--- src/rtl/seven_seg_pkg.sv ---
// Shared types, constants and the hex-to-segment decode for the 7-segment
// scan controller. Segment vectors are active-low, [6]=CA ... [0]=CG.
package seven_seg_pkg;

  typedef enum logic {S_DEAD, S_LIT} scan_state_t;

  localparam logic [6:0] SEG_OFF = 7'h7F;

  function automatic logic [6:0] hex2seg(input logic [3:0] hex);
    logic [6:0] seg;
    case (hex)
      4'h0: seg = 7'b0000001;
      4'h1: seg = 7'b1001111;
      4'h2: seg = 7'b0010010;
      4'h3: seg = 7'b0000110;
      4'h4: seg = 7'b1001100;
      4'h5: seg = 7'b0100100;
      4'h6: seg = 7'b0100000;
      4'h7: seg = 7'b0001111;
      4'h8: seg = 7'b0000000;
      4'h9: seg = 7'b0000100;
      4'hA: seg = 7'b0001000;
      4'hB: seg = 7'b1100000;
      4'hC: seg = 7'b0110001;
      4'hD: seg = 7'b1000010;
      4'hE: seg = 7'b0110000;
      default: seg = 7'b0111000;
    endcase
    return seg;
  endfunction

endpackage

--- src/rtl/seven_seg_decode.sv ---
// Combinational decode of one selected digit into active-low pin levels.
//   digit : hex nibble of the selected digit
//   dp    : decimal point request, 1 = lit
//   seg   : active-low segments, [6]=CA ... [0]=CG
//   dp_n  : active-low decimal point
module seven_seg_decode
  import seven_seg_pkg::*;
(
  input  logic [3:0] digit,
  input  logic       dp,
  output logic [6:0] seg,
  output logic       dp_n
);

  assign seg  = hex2seg(digit);
  assign dp_n = ~dp;

endmodule

--- src/rtl/seven_seg_scan_ctrl.sv ---
// Time-multiplexed 7-segment scan controller with dead-time anti-ghosting,
// 16-level PWM brightness and frame-synchronous (tear-free) input shadowing.
//   clk, rstn     : core clock, asynchronous active-low reset
//   i_digits      : hex nibble per digit, [3:0] = digit 0
//   i_dp          : decimal point per digit, 1 = lit
//   i_digit_en    : per-digit enable, 1 = lit
//   i_brightness  : duty = (i_brightness+1)/16
//   i_blank       : force dark without disturbing the scan timing
//   o_an          : anodes, active-low, at most one low at a time
//   o_seg, o_dp   : active-low segments / decimal point
//   o_frame_tick  : one-clock pulse when the shadow registers reload
module seven_seg_scan_ctrl
  import seven_seg_pkg::*;
#(
  parameter int NUM_DIGITS  = 8,
  parameter int DEAD_CYCLES = 16,
  parameter int SUB_CYCLES  = 96
) (
  input  logic                    clk,
  input  logic                    rstn,
  input  logic [4*NUM_DIGITS-1:0] i_digits,
  input  logic [NUM_DIGITS-1:0]   i_dp,
  input  logic [NUM_DIGITS-1:0]   i_digit_en,
  input  logic [3:0]              i_brightness,
  input  logic                    i_blank,
  output logic [NUM_DIGITS-1:0]   o_an,
  output logic [6:0]              o_seg,
  output logic                    o_dp,
  output logic                    o_frame_tick
);

  localparam int IDX_W = (NUM_DIGITS > 1) ? $clog2(NUM_DIGITS) : 1;
  localparam int DW    = $clog2(DEAD_CYCLES + 1);
  localparam int SW    = $clog2(SUB_CYCLES + 1);

  scan_state_t             state;
  logic [IDX_W-1:0]        idx;
  logic [DW-1:0]           dead_cnt;
  logic [SW-1:0]           sub_cnt;
  logic [3:0]              pwm_cnt;
  logic                    boot_load;

  logic [4*NUM_DIGITS-1:0] sh_digits;
  logic [NUM_DIGITS-1:0]   sh_dp;
  logic [NUM_DIGITS-1:0]   sh_en;
  logic [3:0]              sh_bright;

  logic [3:0]              cur_digit;
  logic                    cur_dp;
  logic                    cur_en;
  logic [NUM_DIGITS-1:0]   an_onehot;
  logic                    sub_wrap;
  logic                    last_digit;
  logic                    load;
  logic                    lit;
  logic                    seg_on;
  logic [6:0]              dec_seg;
  logic                    dec_dp_n;

  always_comb begin
    cur_digit = '0;
    cur_dp    = 1'b0;
    cur_en    = 1'b0;
    an_onehot = '0;
    for (int unsigned k = 0; k < NUM_DIGITS; k++) begin
      if (idx == IDX_W'(k)) begin
        cur_digit    = sh_digits[4*k +: 4];
        cur_dp       = sh_dp[k];
        cur_en       = sh_en[k];
        an_onehot[k] = 1'b1;
      end
    end
  end

  assign sub_wrap   = (sub_cnt == SW'(SUB_CYCLES - 1));
  assign last_digit = (idx == IDX_W'(NUM_DIGITS - 1));
  // Reload on the slot-end edge of the last digit, or on the very first
  // dead-time clock after reset so the display never starts from zeros.
  assign load       = ((state == S_DEAD) && boot_load) ||
                      ((state == S_LIT) && sub_wrap && (pwm_cnt == 4'hF) && last_digit);
  assign lit        = (state == S_LIT) && cur_en && !i_blank;
  assign seg_on     = lit && (pwm_cnt <= sh_bright);

  seven_seg_decode u_decode (
    .digit (cur_digit),
    .dp    (cur_dp),
    .seg   (dec_seg),
    .dp_n  (dec_dp_n)
  );

  always_ff @(posedge clk or negedge rstn) begin
    if (!rstn) begin
      state        <= S_DEAD;
      idx          <= '0;
      dead_cnt     <= '0;
      sub_cnt      <= '0;
      pwm_cnt      <= '0;
      boot_load    <= 1'b1;
      sh_digits    <= '0;
      sh_dp        <= '0;
      sh_en        <= '0;
      sh_bright    <= '0;
      o_an         <= '1;
      o_seg        <= SEG_OFF;
      o_dp         <= 1'b1;
      o_frame_tick <= 1'b0;
    end else begin
      o_an         <= lit ? ~an_onehot : '1;
      o_seg        <= seg_on ? dec_seg : SEG_OFF;
      o_dp         <= seg_on ? dec_dp_n : 1'b1;
      o_frame_tick <= load;

      if (load) begin
        sh_digits <= i_digits;
        sh_dp     <= i_dp;
        sh_en     <= i_digit_en;
        sh_bright <= i_brightness;
        boot_load <= 1'b0;
      end

      case (state)
        S_DEAD: begin
          if (dead_cnt == DW'(DEAD_CYCLES - 1)) begin
            dead_cnt <= '0;
            sub_cnt  <= '0;
            pwm_cnt  <= '0;
            state    <= S_LIT;
          end else begin
            dead_cnt <= dead_cnt + DW'(1);
          end
        end
        S_LIT: begin
          if (sub_wrap) begin
            sub_cnt <= '0;
            pwm_cnt <= pwm_cnt + 4'd1;
            if (pwm_cnt == 4'hF) begin
              state <= S_DEAD;
              idx   <= last_digit ? '0 : idx + IDX_W'(1);
            end
          end else begin
            sub_cnt <= sub_cnt + SW'(1);
          end
        end
      endcase
    end
  end

endmodule

--- config.mk ---
export PLATFORM = sky130hd
export DESIGN_NAME = seven_seg_scan_ctrl
export DESIGN_NICKNAME = d
export VERILOG_FILES = /design/src/rtl/seven_seg_pkg.sv /design/src/rtl/seven_seg_decode.sv /design/src/rtl/seven_seg_scan_ctrl.sv
export SDC_FILE = /design/constraint.sdc
export NUM_CORES = 1
export LEC_CHECK = 0
export ABC_CLOCK_PERIOD_IN_PS = 7390
export CAP_MARGIN = 40
export CORE_UTILIZATION = 55
export CTS_CLUSTER_SIZE = 30
export DETAILED_ROUTE_END_ITERATION = 6
export GPL_ROUTABILITY_DRIVEN = 0
export GPL_TIMING_DRIVEN = 0
export PLACE_DENSITY = 0.81
export SLEW_MARGIN = 40
export SYNTH_ARGS = -nofsm -noshare
export SYNTH_HDL_FRONTEND = slang
export SYNTH_HIERARCHICAL = 1
export SYNTH_SLANG_ARGS = --single-unit
--- constraint.sdc ---
create_clock -name clk -period 7.39 [get_ports clk]
set_clock_uncertainty 0.05 [all_clocks]
set_input_delay 0.739 -clock clk [delete_from_list [all_inputs] [get_ports clk]]
set_output_delay 0.739 -clock clk [all_outputs]
set_load 0.05 [all_outputs]
==> results.yml <==
power_and_ir_drop:
  powerDensity_nw_per_um2: 154
  cellLeakagePower_nw: 2.61
  ir_drop_mv: 0.107
detailed_routing:
  ant_nets: 0
  route.detailed.drc: 0
  drt_iter0_drc: 188
  drt-wirelength-per-cell_um: 18.4
  num_vias: 3535
  drt-pass1-iter-count: 5
  wl_um: 11100
  viasPerCell: 5.86
cts:
  postCtsSetupBuffers: 0
  cts_tree: "done"
  ctsResizeCount: 0
  htree_num_levels: 3
  root_buffer: "clkbuf_8"
  path_clk_slew_ps: 90
  clock-sinks: 90
  cts_buffers: 9
  clkLatencyLatePin_ps: 370
  clockBufferDepth: 2
  cts_hold_buf: 0
yosys:
  synth_top_area_cell: "dfrtp_1"
  netlist.area_leader.share_pct: 37.8
  synth_seq_cells: 90
  synthTopCellsByCount: "dfrtp_1, mux2_4, nand2_1"
  synth-edff-count: 0
  ys_seq_area_share_pct: 47.1
  synthesis.nets: 485
  synth_ff_type: "dfrtp_1"
  synth_most_common_cell: "dfrtp_1"
  ys_types: 53
  ys_async_sr_fraction_pct: 100
  mappedNetlistArea_um2: 4830
  synth_area_leaders: "dfrtp_1, mux2_4, dfstp_2, ha_1, nand3_1"
  syn_avg_cell_area_um2: 11.8
  syn_inst: 410
  ys_warn_count: 6
die:
  rows: 33
  start_util_pct: 57.9
  core_um2: 8340
  die_w_um: 95.7
  die_h_um: 95.7
  boundaryPins: 72
  die_area_um2: 9160
worst_setup_path:
  critPathArrivalTime_ps: 3880
  crit_cells: 15
  crit_type: "flop to flop"
  cpPeakStageDelay_ps: 480
  critPathTopFamily: "buffers and inverters"
  r2r-start: "idx[0]$_DFFE_PN0P_"
  rrSetupSlack_ps: 3730
  cp-end-kind: "flop"
  worstSetupStartpointType: "flop"
  required_ps: 7620
  r2r_cells: 15
  crit_chain: "inv_1, ha_1, clkbuf_1, clkbuf_1, nand3_1, o21ai_0, a31oi_1, o21ai_0, inv_1, ha_1, or2_2, a21oi_1, a31oi_1, nor2_1, nand3_1"
  timing.rr.end: "o_seg[3]$_DFF_PN1_"
  crit_fanout: 10
  cp_num_buf_inv: 4
  cp_slowest_cell: "clkbuf_1"
flow_run:
  max_cap_viol_count: 0
sta:
  finalSetupTns_ps: 0
  hold_violations: 0
  fmax_mhz: 273
  min_period_ps: 3660
  maxSlewHeadroom_pct: 51.4
  drv_slew: 0
  final-setup-viol-count: 0
  period_share_pct: 49.5
  rsz0062_at_grt: "no"
  fin_ws_ps: 3730
  worstMarginPinSlew_ps: 721
cells_and_area:
  diodes: 0
  area_growth_pct: 22.4
  fin_nets: 568
  fill_cells: 609
  instances_no_fill: 603
  fin_util_pct: 70.9
  drive_above_1_share_pct: 22.3
global_route:
  antenna_found_initial: 0
  overflow: 0
  grt_pass1_wl_um: 17700
  grt_max_degree: 56
  grtUsageTotal_pct: 26.0
  grt_pass1_vias: 3655
outcome:
  status: "finished clean"
placed_design:
  dp_hpwl_um: 7940
  place.port_buffers: 71
  dp_slack_ps: 3860
  dpl.cell_count: 587
hold_path:
  hold_path.class: "input pin to async pin"
## report_power, final
part	switching (mW)	internal, mW	leakage, nW
Combinational	0.0170	0.0273	1.32
Clock	0.175	0.200	0.103
Sequential	0	0.492	1.18
## layout by cell type (no fill, tap or decap), types with 5 or more instances in the layout
master / synthesis / final
clkbuf_8: 0 / 10
o22ai_1: 5 / 5
a31oi_1: 6 / 6
mux2i_1: 5 / 5
nor2_1: 20 / 20
dfstp_2: 17 / 17
ha_1: 20 / 20
o21ai_0: 19 / 19
clkbuf_1: 10 / 12
mux2_2: 7 / 7
a22o_1: 8 / 8
buf_12: 5 / 6
clkdlybuf4s50_1: 0 / 70
nand3_1: 23 / 23
mux2_4: 49 / 49
nand2b_1: 5 / 5
inv_1: 19 / 19
a221oi_1: 5 / 5
nor2b_1: 11 / 11
nand3b_1: 5 / 5
dfrtp_1: 73 / 73
nand2_1: 24 / 24
a21oi_1: 18 / 18
## worst max path at each step
stage	startpoint	to	slack (ps)
3_5_place_dp	idx[0]$_DFFE_PN0P_	o_seg[3]$_DFF_PN1_	3860
2_1_floorplan	idx[0]$_DFFE_PN0P_	o_seg[3]$_DFF_PN1_	4610
4_1_cts	idx[0]$_DFFE_PN0P_	o_seg[3]$_DFF_PN1_	3820
5_1_grt	idx[0]$_DFFE_PN0P_	o_seg[6]$_DFF_PN1_	3470
3_3_place_gp	rstn	sh_bright[3]$_DFFE_PN0P_	2360
6_report	idx[0]$_DFFE_PN0P_	o_seg[3]$_DFF_PN1_	3730
## layer usage
metal / track usage, % / part of all wire, % / vias up
li1: - / - / 1622
met1: 32.3 / 42 / 1734
met2: 42.6 / 48 / 145
met3: 6.62 / 6.6 / 34
met4: 11.6 / 3.2 / 0
met5: 0 / 0 / -
## registers in the layout, summed over array words and instances (netlist names), 3 cells and up
register / cells
dead_cnt: 5
idx: 3
o_an: 8
o_seg: 7
pwm_cnt: 4
sh_bright: 4
sh_digits: 32
sh_dp: 8
sh_en: 8
sub_cnt: 7
## worst reg2reg max path, cell delays in order (launching register included)
cell and delay, ps:
dfrtp_1 420, inv_1 130, ha_1 150, clkbuf_1 330
clkbuf_1 490, nand3_1 150, o21ai_0 250, a31oi_1 80
o21ai_0 300, inv_1 250, ha_1 280, or2_2 290
a21oi_1 150, a31oi_1 60, nor2_1 110, nand3_1 90
## cell families after synthesis
kind of cell,share of synthesized area [%]
AND/OR/NAND/NOR,12.3
flip-flops,47.1
AO/OA/AOI/OAI,11.2
multiplexers,17.9
buffers and inverters,5.42
adder cells (fa/ha/maj),5.18
XOR/XNOR,0.907
## per-stage QoR
| step | cell area [um^2] | hold WS [ps] | power (mW) |
|---|---|---|---|
| global route | 5910 | 289 | 0.941 |
| detailed placement | 5690 | 434 | 0.547 |
| CTS | 5910 | 271 | 0.921 |
| finish | 5910 | 259 | 0.912 |
| global placement | 5670 | 427 | 0.545 |
| floorplan | 4830 | 393 | 0.505 |
## layout make-up
| class | instances | area [um^2] | share of cell area (%) |
|---|---|---|---|
| Sequential cell | 90 | 2270 | 38.5 |
| Buffer | 21 | 183 | 3.09 |
| Timing Repair Buffer | 72 | 732 | 12.4 |
| Inverter | 21 | 78.8 | 1.33 |
| Clock inverter | 4 | 75.1 | 1.27 |
| Tap cell | 105 | 131 | 2.22 |
| Clock buffer | 12 | 145 | 2.46 |
| Multi-Input combinational cell | 278 | 2290 | 38.8 |
Power figures use the tool's default switching activity.
